### src/rtl/pipe_pkg.sv
// Shared definitions for the pipeline controller.
//   ctrl_state_e : controller FSM states (RUN / SQUASH)
//   stage_ctrl_t : bundle of stage-register enables and bubble-inject flushes
//   CNT_W_DEF    : default performance-counter width
package pipe_pkg;

  localparam int CNT_W_DEF = 32;

  typedef enum logic {
    RUN    = 1'b0,
    SQUASH = 1'b1
  } ctrl_state_e;

  // Bit order matches {pc, if_id, id_ex, ex_mem, mem_wb, if_id_flush, id_ex_flush}
  typedef struct packed {
    logic pc_en;
    logic if_id_en;
    logic id_ex_en;
    logic ex_mem_en;
    logic mem_wb_en;
    logic if_id_flush;
    logic id_ex_flush;
  } stage_ctrl_t;

  localparam stage_ctrl_t CTRL_FREEZE   = 7'b00000_00; // data memory stall
  localparam stage_ctrl_t CTRL_RUN      = 7'b11111_00; // normal advance
  localparam stage_ctrl_t CTRL_FLUSH    = 7'b11111_11; // redirect / reset fill
  localparam stage_ctrl_t CTRL_IF_BUB   = 7'b01111_10; // hold PC, bubble into IF/ID
  localparam stage_ctrl_t CTRL_LOAD_USE = 7'b00111_01; // hold IF/ID, bubble into ID/EX

endpackage

### src/rtl/pipeline_ctrl_sat_counter.sv
// Saturating up-counter used for the controller's performance counters.
//   clk   : clock, rising edge
//   rst   : synchronous active-high clear
//   inc   : count this cycle
//   count : current value; sticks at all-ones
module sat_counter #(
  parameter int WIDTH = 32
) (
  input  logic             clk,
  input  logic             rst,
  input  logic             inc,
  output logic [WIDTH-1:0] count
);

  always_ff @(posedge clk) begin
    if (rst)                     count <= '0;
    else if (inc && ~&count)     count <= count + 1'b1;
  end

endmodule

### src/rtl/pipeline_ctrl.sv
// Five-stage pipeline hazard/stall controller.
//   clk, rst                       : clock, synchronous active-high reset
//   load_use_stall                 : load-use hazard from the hazard detector
//   ex_redirect                    : taken branch/jump resolved in EX
//   imem_busy, dmem_busy           : instruction / data memory not ready
//   pc_en .. mem_wb_en             : stage-register load enables
//   if_id_flush, id_ex_flush       : load a NOP bubble (with matching _en)
//   stall_cycles, load_use_cnt,
//   redirect_cnt                   : saturating performance counters
//   ctrl_state                     : 0=RUN, 1=SQUASH (debug)
// SQUASH covers a redirect that happened while a fetch was still in flight:
// that fetch belongs to the wrong path and is bubbled when it finally lands.
module pipeline_ctrl
  import pipe_pkg::*;
#(
  parameter int CNT_W = CNT_W_DEF
) (
  input  logic             clk,
  input  logic             rst,
  input  logic             load_use_stall,
  input  logic             ex_redirect,
  input  logic             imem_busy,
  input  logic             dmem_busy,
  output logic             pc_en,
  output logic             if_id_en,
  output logic             id_ex_en,
  output logic             ex_mem_en,
  output logic             mem_wb_en,
  output logic             if_id_flush,
  output logic             id_ex_flush,
  output logic [CNT_W-1:0] stall_cycles,
  output logic [CNT_W-1:0] load_use_cnt,
  output logic [CNT_W-1:0] redirect_cnt,
  output logic             ctrl_state
);

  ctrl_state_e state, state_nxt;
  stage_ctrl_t ctrl;
  logic        lu_hit, rd_hit;

  // State register
  always_ff @(posedge clk) begin
    if (rst) state <= RUN;
    else     state <= state_nxt;
  end

  // Next state
  always_comb begin
    state_nxt = state;
    if (dmem_busy) begin
      state_nxt = state;
    end else if (ex_redirect) begin
      // A redirect while already squashing keeps squashing.
      if (state == SQUASH) state_nxt = SQUASH;
      else                 state_nxt = imem_busy ? SQUASH : RUN;
    end else if (state == SQUASH && !imem_busy) begin
      // Stale fetch lands this cycle and is bubbled.
      state_nxt = RUN;
    end
  end

  // Outputs: one priority row per cycle
  always_comb begin
    ctrl   = CTRL_RUN;
    lu_hit = 1'b0;
    rd_hit = 1'b0;
    if (rst) begin
      ctrl = CTRL_FLUSH;
    end else if (dmem_busy) begin
      ctrl = CTRL_FREEZE;
    end else if (ex_redirect) begin
      ctrl   = CTRL_FLUSH;
      rd_hit = 1'b1;
    end else if (state == SQUASH) begin
      ctrl = CTRL_IF_BUB;
    end else if (load_use_stall) begin
      ctrl   = CTRL_LOAD_USE;
      lu_hit = 1'b1;
    end else if (imem_busy) begin
      ctrl = CTRL_IF_BUB;
    end
  end

  assign pc_en       = ctrl.pc_en;
  assign if_id_en    = ctrl.if_id_en;
  assign id_ex_en    = ctrl.id_ex_en;
  assign ex_mem_en   = ctrl.ex_mem_en;
  assign mem_wb_en   = ctrl.mem_wb_en;
  assign if_id_flush = ctrl.if_id_flush;
  assign id_ex_flush = ctrl.id_ex_flush;
  assign ctrl_state  = state;

  sat_counter #(.WIDTH(CNT_W)) u_stall_cnt (
    .clk   (clk),
    .rst   (rst),
    .inc   (!ctrl.pc_en && !rst),
    .count (stall_cycles)
  );

  sat_counter #(.WIDTH(CNT_W)) u_lu_cnt (
    .clk   (clk),
    .rst   (rst),
    .inc   (lu_hit),
    .count (load_use_cnt)
  );

  sat_counter #(.WIDTH(CNT_W)) u_rd_cnt (
    .clk   (clk),
    .rst   (rst),
    .inc   (rd_hit),
    .count (redirect_cnt)
  );

endmodule
### config.mk
export PLATFORM = sky130hd
export DESIGN_NAME = pipeline_ctrl
export DESIGN_NICKNAME = d
export VERILOG_FILES = /design/src/rtl/pipe_pkg.sv /design/src/rtl/pipeline_ctrl_sat_counter.sv /design/src/rtl/pipeline_ctrl.sv
export SDC_FILE = /design/constraint.sdc
export NUM_CORES = 1
export LEC_CHECK = 0
export ABC_AREA = 1
export CAP_MARGIN = 20
export CORE_AREA = 2 2 118 120
export DETAILED_ROUTE_END_ITERATION = 12
export DIE_AREA = 0 0 120 122
export PLACE_DENSITY_LB_ADDON = 0.25
export RECOVER_POWER = 50
export SLEW_MARGIN = 20
export SYNTH_ARGS = -nofsm -noshare
export SYNTH_HDL_FRONTEND = slang
export SYNTH_SLANG_ARGS = --single-unit
### constraint.sdc
create_clock -name clk -period 1.7 [get_ports clk]
set_input_delay 0.34 -clock clk [delete_from_list [all_inputs] [get_ports clk]]
set_output_delay 0.34 -clock clk [all_outputs]
set_load 0.02 [all_outputs]
; ---- Yosys cells after proc, flatten, opt, wreduce, memory -nomap -nowiden
; Index checks and enable logic that the tools add are counted.
[word_totals]
in_bits = 6
reg_bits = 97
out_inout_bits = 104
word_cells = 42
[classes]
n_mux = 18
reduce_logical = 16
n_addsub = 3
bitwise = 1
[op_table]
columns = operator, n
row1 = $add 32x1->32 const B, 3
row2 = $reduce_and 32->1, 3
row3 = $mux 7, 6
row4 = $mux 1, 12
row5 = $logic_not 1->1, 6
row6 = $logic_and 1x1->1, 5
row7 = $reduce_and 2->1, 1
row8 = $reduce_bool 2->1, 1
row9 = $not 1->1, 1

; ---- Logic depth before layout (Yosys ltp)
; Gate-level depths: netlist (run 1).
[depth]
word_depth = 9
depth_mapped = 11
depth_no_buf = 11

; ---- By module
; A second synthesis (run 1) with hierarchy kept.
[unflattened]
hier_cells = 989
area_unflattened_um2 = 6105.9
[by_module_without_submodules]
columns = mod, cells_each, area_per_inst_um2, seq_area_each_um2, instances
row1 = sat_counter, 320, 1984.4, 640.6, 3
row2 = pipeline_ctrl, 29, 152.6, 20.0, 1

; ---- Worst setup path before layout (run 1)
; No wires, ideal clock.
[synth_timing]
path_type = input-to-output
from = input rst
to = output if_id_flush
arrival_ns = 1.924
required_time_ns = 1.360
cell_stages = 5
setup_slack_ns = -0.564
path_buffers = 1
path_cell_list = inv_1 > buf_2 > nand2_1 > a21boi_0 > a21boi_0
[synth_between]
elab_chain_cells = 1
[synth_lines]
columns = element, line
row1 = from (decl), pipeline_ctrl.sv:19  ; input logic rst,
row2 = $mux 7, pipeline_ctrl.sv:67  ; if (rst) begin
row3 = to (decl), pipeline_ctrl.sv:29  ; output logic if_id_flush,
; No other way between the ends.

; ---- Final worst setup path (run 1)
[layout_timing]
from = register u_lu_cnt.count[0]
to = register u_lu_cnt.count[19]
[layout_between]
elab_chain_cells = 3
elab_cells_between_ends = 4
classes_between = 1 x add/sub / 3 x reduce/logical
[layout_lines]
columns = element, line
row1 = from (decl), pipeline_ctrl_sat_counter.sv:12  ; output logic [WIDTH-1:0] count
row2 = from (signal assigned), pipeline_ctrl_sat_counter.sv:17  ; else if (inc && ~&count) count <= count + 1'b1;
row3 = "parallel branches: the longest is 3 deep, another holds $add 32x1->32", -
; Parallel ways; which one is timed is not known.
; A chain may end at the register's enable or synchronous reset.

==> out/qor.yml, run 1 <==
outcome:
  status: "finished clean"
synthesis:
  avgSynthCellArea_um2: 6.032
  ys.flop_type: "dfxtp_1"
  yosysSeqAreaShare: 0.3282
  synth_edf_count: 0
  synthTopCellsByArea: "dfxtp_1, nand2_1, nor2_1"
  synth_largest_area_cell: "dfxtp_1"
  syn_area_um2: 5917
  ys_async_sr_fraction: 0
  synth.top_cell.area_share: 0.3282
  syn_nets: 990
  synthCells: 981
  ys_warn_count: 0
  synth_cell_types: 36
  ys_ff_latch: 97
layout:
  layout_commonest_cell: "nand2_1"
  syn2layout_area_growth_pct: 43.35
  final_area_um2: 8482
  final_cell_mix: "nand2_1, nor2_1, buf_4"
  finalNetCount: 1207
  fill_cells: 1290
  diodes: 0
  drive_gt1_frac: 0.2195
  instances_no_fill: 1383
global_routing:
  grt_max_degree: 65
  grt_usage: 0.2437
  grt-ovfl-total: 0
  grt_pass1_vias: 6066
  antenna_found_initial: 0
  grt_pass1_wl_um: 28840
worst_setup_path:
  critPathLaunchType: "flop"
  critical_path_class: "reg -> reg"
  cp-end-kind: "flop"
  r2r-end: "u_lu_cnt.count[19]$_SDFFE_PP0P_"
  rr_worst_depth: 9
  worstPathRequired_ns: 1.94
  cp.arrival_ns: 1.89
  cp_max_fo: 8
  regToRegSetupSlack_ns: 0.05
  rr_startpoint: "u_lu_cnt.count[0]$_SDFFE_PP0P_"
  startpoint: "u_lu_cnt.count[0]$_SDFFE_PP0P_"
route:
  wire_per_inst_um: 13.16
  drt_first_pass_iters: 5
  drt_iter0_markers: 429
  antenna_left: 0
  num_vias: 6970
  m1WireLength_um: 8171
  wl_um: 18200
  top_layer: "met4"
  drcViolationCount: 0
  dr_wl_met3_um: 824
  routed_via_density: 5.040
  wl_met2_um: 8826
floorplanning:
  initial_core_util: 0.4382
  io_pins: 110
  fp.dieW_um: 120
  dieArea_um2: 14640
  core-area_um2: 13500
  die_h_um: 122
  rows: 43
clock_tree:
  htreeDepth: 3
  root_buffer: "clkbuf_16"
  cts_hold_buf: 0
  clk_latency_ns: 0.36
  cts_tree: "yes"
  path_clk_slew_ns: 0.07
  cts_max_path_buffers: 2
  numCtsBuffers: 9
  cts_sinks: 97
timing:
  setup_viol: 0
  period_needed_ns: 1.646
  relSlewSlack: 0.5424
  timing.final.crit_share: 0.9683
  hold_viol: 0
  rsz0062_at_grt: "yes"
  setup_ws_ns: 0.05382
  holdWs_ns: 0.5013
  maxSlewViolCount: 0
  finalClockSkew_ns: 0.01161
  fmax_mhz: 607.5
  tightest_slew_ns: 0.6864
placement:
  post-place-ws_ns: -0.5715
  io_buffers: 109
  dp.cells: 1358
  place_area_um2: 7978
  post-dp-hpwl_um: 13740
  gp_congestion: 0.9249
pwr:
  cellPowerDensity_nw_per_um2: 557.3
  p_total_uw: 4727
  power_leakage_uw: 0.003932
  ir_worst_vdd_mv: 0.3996
worst_hold_path:
  holdPathStages: 2
  whs_endpoint: "u_lu_cnt.count[14]$_SDFFE_PP0P_"
  hold_path_class: "reg -> reg"
  hp-start: "u_lu_cnt.count[14]$_SDFFE_PP0P_"
flow_run:
  max_cap_viol_count: 0
logic make-up (layout without fill, tap and decap cells):
kind of cell,after synthesis,after routing,share of synthesized area
fa+ha+maj,3,3,0.006345
flops,97,97,0.3282
xor+xnor,11,11,0.01628
buf+inv,105,327,0.07422
simple gates,673,673,0.4881
compound gates,92,92,0.08691
worst max-delay path by stage:
stage                                                 end  slack, ns  cells past startpoint
after global placement                        if_id_flush      -0.55                      6
after detailed placement                      if_id_flush      -0.57                      6
after CTS                 u_lu_cnt.count[12]$_SDFFE_PP0P_      0.002                      9
after floorplan                               if_id_flush      -0.03                      5
final                     u_lu_cnt.count[19]$_SDFFE_PP0P_       0.05                      9
after global routing      u_lu_cnt.count[17]$_SDFFE_PP0P_      -0.05                      9
sequential cells by signal (all words and copies together), names as in the netlist:
name / count
u_lu_cnt.count: 32
u_rd_cnt.count: 32
u_stall_cnt.count: 32
ctrl_state: 1
timing repair:
action | 4_1_cts | 5_1_grt
pin swaps | 1 | 18
resized for setup | 125 | 87
gates cloned | 0 | 2
endpoints found under the setup margin | 143 | 94
buffers inserted | 0 | 7
critical path: stages, from the launching register on:
cell and delay (ns):
dfxtp_2 0.36, ha_4 0.15, nand2_4 0.06, nor2_4 0.18, nand2_4 0.09, nor2_8 0.12
nand3_4 0.14, clkbuf_16 0.20, a21oi_1 0.17, nor2_1 0.06
through the flow:
| stage | utilization | setup TNS [ns] |
|---|---|---|
| 2_1_floorplan | - | -0.02913 |
| 3_3_place_gp | 0.5908 | -33.88 |
| 3_5_place_dp | 0.5908 | -35.83 |
| 4_1_cts | 0.6032 | 0 |
| 5_1_grt | 0.6281 | -0.3998 |
| 6_report | 0.6281 | 0 |
layer usage:
layer	vias up	track usage
met5	-	0
met4	0	0.08529
li1	3576	-
met2	172	0.4155
met3	33	0.03230
met1	3189	0.3169
cells in the mapped netlist (4+ instances only):
cell      instances
nand2_1         275
nor2_1          231
dfxtp_1          97
nand3_1          95
inv_1            75
a21oi_1          64
nand4_1          23
buf_2            15
o21ai_0          12
nand2_2          11
nor3_1            9
xor2_1            9
a21oi_2           8
nor2_2            8
a31oi_1           4
buf_1             4
clkbuf_1          4
nand3b_1          4
nor2_4            4
cell type report:
| type | count | area [um^2] | area share |
|---|---|---|---|
| clock buffers | 9 | 225.2 | 0.02655 |
| clock inverters | 7 | 70.07 | 0.008261 |
| multi-input cells | 779 | 3755 | 0.4427 |
| flip-flops and latches | 97 | 1982 | 0.2337 |
| well taps | 180 | 225.2 | 0.02655 |
| repair buffers | 233 | 1932 | 0.2278 |
| inverters | 78 | 292.8 | 0.03452 |
report_power, final:
part           internal (uW)  leakage (uW)  total, uW  switching, uW
sequential              2290      0.000797       2310           22.4
clock                   1140      0.000146       2070            926
combinational            138       0.00299        349            211
total                   3570       0.00393       4730           1160
(Power assumes the default switching activity.)
==> run 2: changes to the inputs <==
--- a/config.mk
+++ b/config.mk
@@ -12,6 +12,7 @@
 export DIE_AREA = 0 0 120 122
 export PLACE_DENSITY_LB_ADDON = 0.25
 export RECOVER_POWER = 50
+export SETUP_SLACK_MARGIN = 0.15
 export SLEW_MARGIN = 20
 export SYNTH_ARGS = -nofsm -noshare
 export SYNTH_HDL_FRONTEND = slang
==> out/qor.yml, run 2 (synthesized netlist as in run 1, its figures left out) <==
pwr:
  ir_worst_vdd_mv: 0.4459  # +12%
  cellPowerDensity_nw_per_um2: 472.1  # -15%
  power_leakage_uw: 0.004463  # +13%
global_routing:
  grt-ovfl-total: 0  # unchanged
  grt_pass1_vias: 6721  # +11%
  grt_usage: 0.2734  # +0.02970
  grt_busiest_layer: "met2"
  grtUsageMet3: 0.04026  # +0.007959
  antenna_found_initial: 0  # unchanged
  grt_max_degree: 37  # -43%
  grtUsageMet2: 0.4538  # +0.03835
  grt_use_met1: 0.3530  # +0.03608
  grt_pass1_wl_um: 32190  # +12%
route:
  routed_via_density: 5.377  # +6.7%
  drcViolationCount: 0  # unchanged
  wl_um: 22560  # +24%
  wire_per_inst_um: 15.84  # +20%
  num_vias: 7657  # +9.9%
  antenna_left: 0  # unchanged
  drt_iter0_markers: 549  # +28%
  drt_first_pass_iters: 5  # unchanged
clock_tree:
  cts_max_path_buffers: 2  # unchanged
  root_buffer: "clkbuf_16"
  clk_latency_ns: 0.36  # about the same
  cts_tree: "yes"
  cts_sinks: 97  # unchanged
  htreeDepth: 3  # unchanged
  cts_hold_buf: 0  # unchanged
  path_clk_slew_ns: 0.07  # about the same
  numCtsBuffers: 9  # unchanged
layout:
  final_area_um2: 10210  # +20%
  instances_no_fill: 1424  # +3.0%
  final_cell_mix: "nand2_1, nor2_1, buf_4"
  layout_commonest_cell: "nand2_1"
  reg_top3: "u_lu_cnt.count: 32 flops, u_rd_cnt.count: 32 flops, u_stall_cnt.count: 32 flops"
  drive_gt1_frac: 0.4405  # +0.2211
  diodes: 0  # unchanged
  finish.utilization: 0.7559  # +0.1278
  syn2layout_area_growth_pct: 72.51
  finalNetCount: 1248  # +3.4%
timing:
  setup_viol: 17  # +17
  relSlewSlack: 0.6884  # +0.1460
  maxSlewViolCount: 0  # unchanged
  setup_ws_ns: -0.04553  # -0.09935 ns
  hold_viol: 0  # unchanged
  rsz0062_at_grt: "yes"
  tightest_slew_ns: 0.4674  # -0.2191 ns
  finalClockSkew_ns: 0.006871  # -0.004742 ns
  period_needed_ns: 1.746  # +0.09935 ns
  timing.final.crit_share: 1.027  # +0.05844
  fmax_mhz: 572.9  # -5.7%
floorplanning:
  die_h_um: 122  # unchanged
  initial_core_util: 0.4382  # unchanged
  dieArea_um2: 14640  # unchanged
  fp.dieW_um: 120  # unchanged
  core-area_um2: 13500  # unchanged
  io_pins: 110  # unchanged
  rows: 43  # unchanged
placement:
  place_area_um2: 8258  # +3.5%
  io_buffers: 109  # unchanged
  gp_congestion: 0.9244  # about the same
  post-dp-hpwl_um: 13910  # +1.2%
  dp.cells: 1358  # unchanged
worst_hold_path:
  holdPathStages: 3  # +1
  hold_path_class: "in -> reg"
worst_setup_path:
  rr_worst_depth: 9  # unchanged
  critical_path_class: "reg -> reg"
  cp_max_fo: 8  # unchanged
  critPathLaunchType: "flop"
  cp-end-kind: "flop"
  worstPathRequired_ns: 1.95  # about the same
  cp.arrival_ns: 2.00  # +0.11 ns
flow_run:
  max_cap_viol_count: 0  # unchanged
outcome:
  status: "complete, but fails checks"
  violations: "negative setup slack"
[run 2: cell count changes in the layout (fill, tap and decap cells not counted), sizes merged]
cell	change
buf	+38
dlygate4sd2	-15
clkbuf	+11
clkdlybuf4s15	+8
clkinv	-3
clkinvlp	+2
inv	-2
nand2	+1
nand3	+1
[run 2: worst max-delay path, stage by stage, from the launching register on]
cell and delay [ns]:
dfxtp_2 0.42, nand2_1 0.09, nor2_2 0.17, nand2_2 0.12, inv_1 0.12, nand3_4 0.22, buf_12 0.21, buf_16 0.14
a21oi_2 0.11, nor2_1 0.04
[run 2: cell type report]
| type | instances | area, um^2 |
|---|---|---|
| Inverter | 78 | 301.5 |
| Tap cell | 180 | 225.2 |
| Clock inverter | 4 | 53.80 |
| Multi-Input combinational cell | 781 | 4740 |
| Fill cell | 981 | 3297 |
| Sequential cell | 97 | 2096 |
| Timing Repair Buffer | 272 | 2555 |
| Clock buffer | 12 | 236.5 |
[run 2: power breakdown]
part	internal, uW	switching (uW)	total (uW)
sequential	2260	29.8	2290
clock	1150	953	2100
combinational	179	251	430
[run 2: path summary, 6_finish.rpt]
kind | start | endpoint | slack (ns)
worst max-delay path | u_lu_cnt.count[26]$_SDFFE_PP0P_ | u_lu_cnt.count[20]$_SDFFE_PP0P_ | -0.05
worst min-delay path | dmem_busy | ctrl_state$_SDFFE_PP0P_ | 0.39
worst max register to register | u_lu_cnt.count[26]$_SDFFE_PP0P_ | u_lu_cnt.count[20]$_SDFFE_PP0P_ | -0.05
worst min register to register | u_rd_cnt.count[17]$_SDFFE_PP0P_ | u_rd_cnt.count[17]$_SDFFE_PP0P_ | 0.50
[run 2: repair_timing]
action / CTS / global route
pin swaps: 44 / 94
gates cloned: 8 / 3
gates resized for setup: 229 / 268
setup endpoints to repair: 200 / 114
setup buffers: 20 / 19
[run 2: per-stage QoR]
step | total power, uW | setup WS (ns) | setup TNS [ns] | hold slack [ns]
floorplan | 2569 | 0.08269 | 0 | 0.5158
global placement | 2726 | -0.7005 | -43.86 | 0.4856
detailed placement | 2733 | -0.7392 | -46.33 | 0.4912
CTS | 4794 | -0.01384 | -0.06967 | 0.5007
global route | 4971 | -0.1496 | -2.479 | 0.4010
finish | 4819 | -0.04553 | -0.6003 | 0.3857
[run 2: per-layer routing]
layer	vias to the layer above	part of all wire
li1	3673	-
met5	-	0
met3	69	0.056
met4	0	0.037
met1	3607	0.41
met2	308	0.50
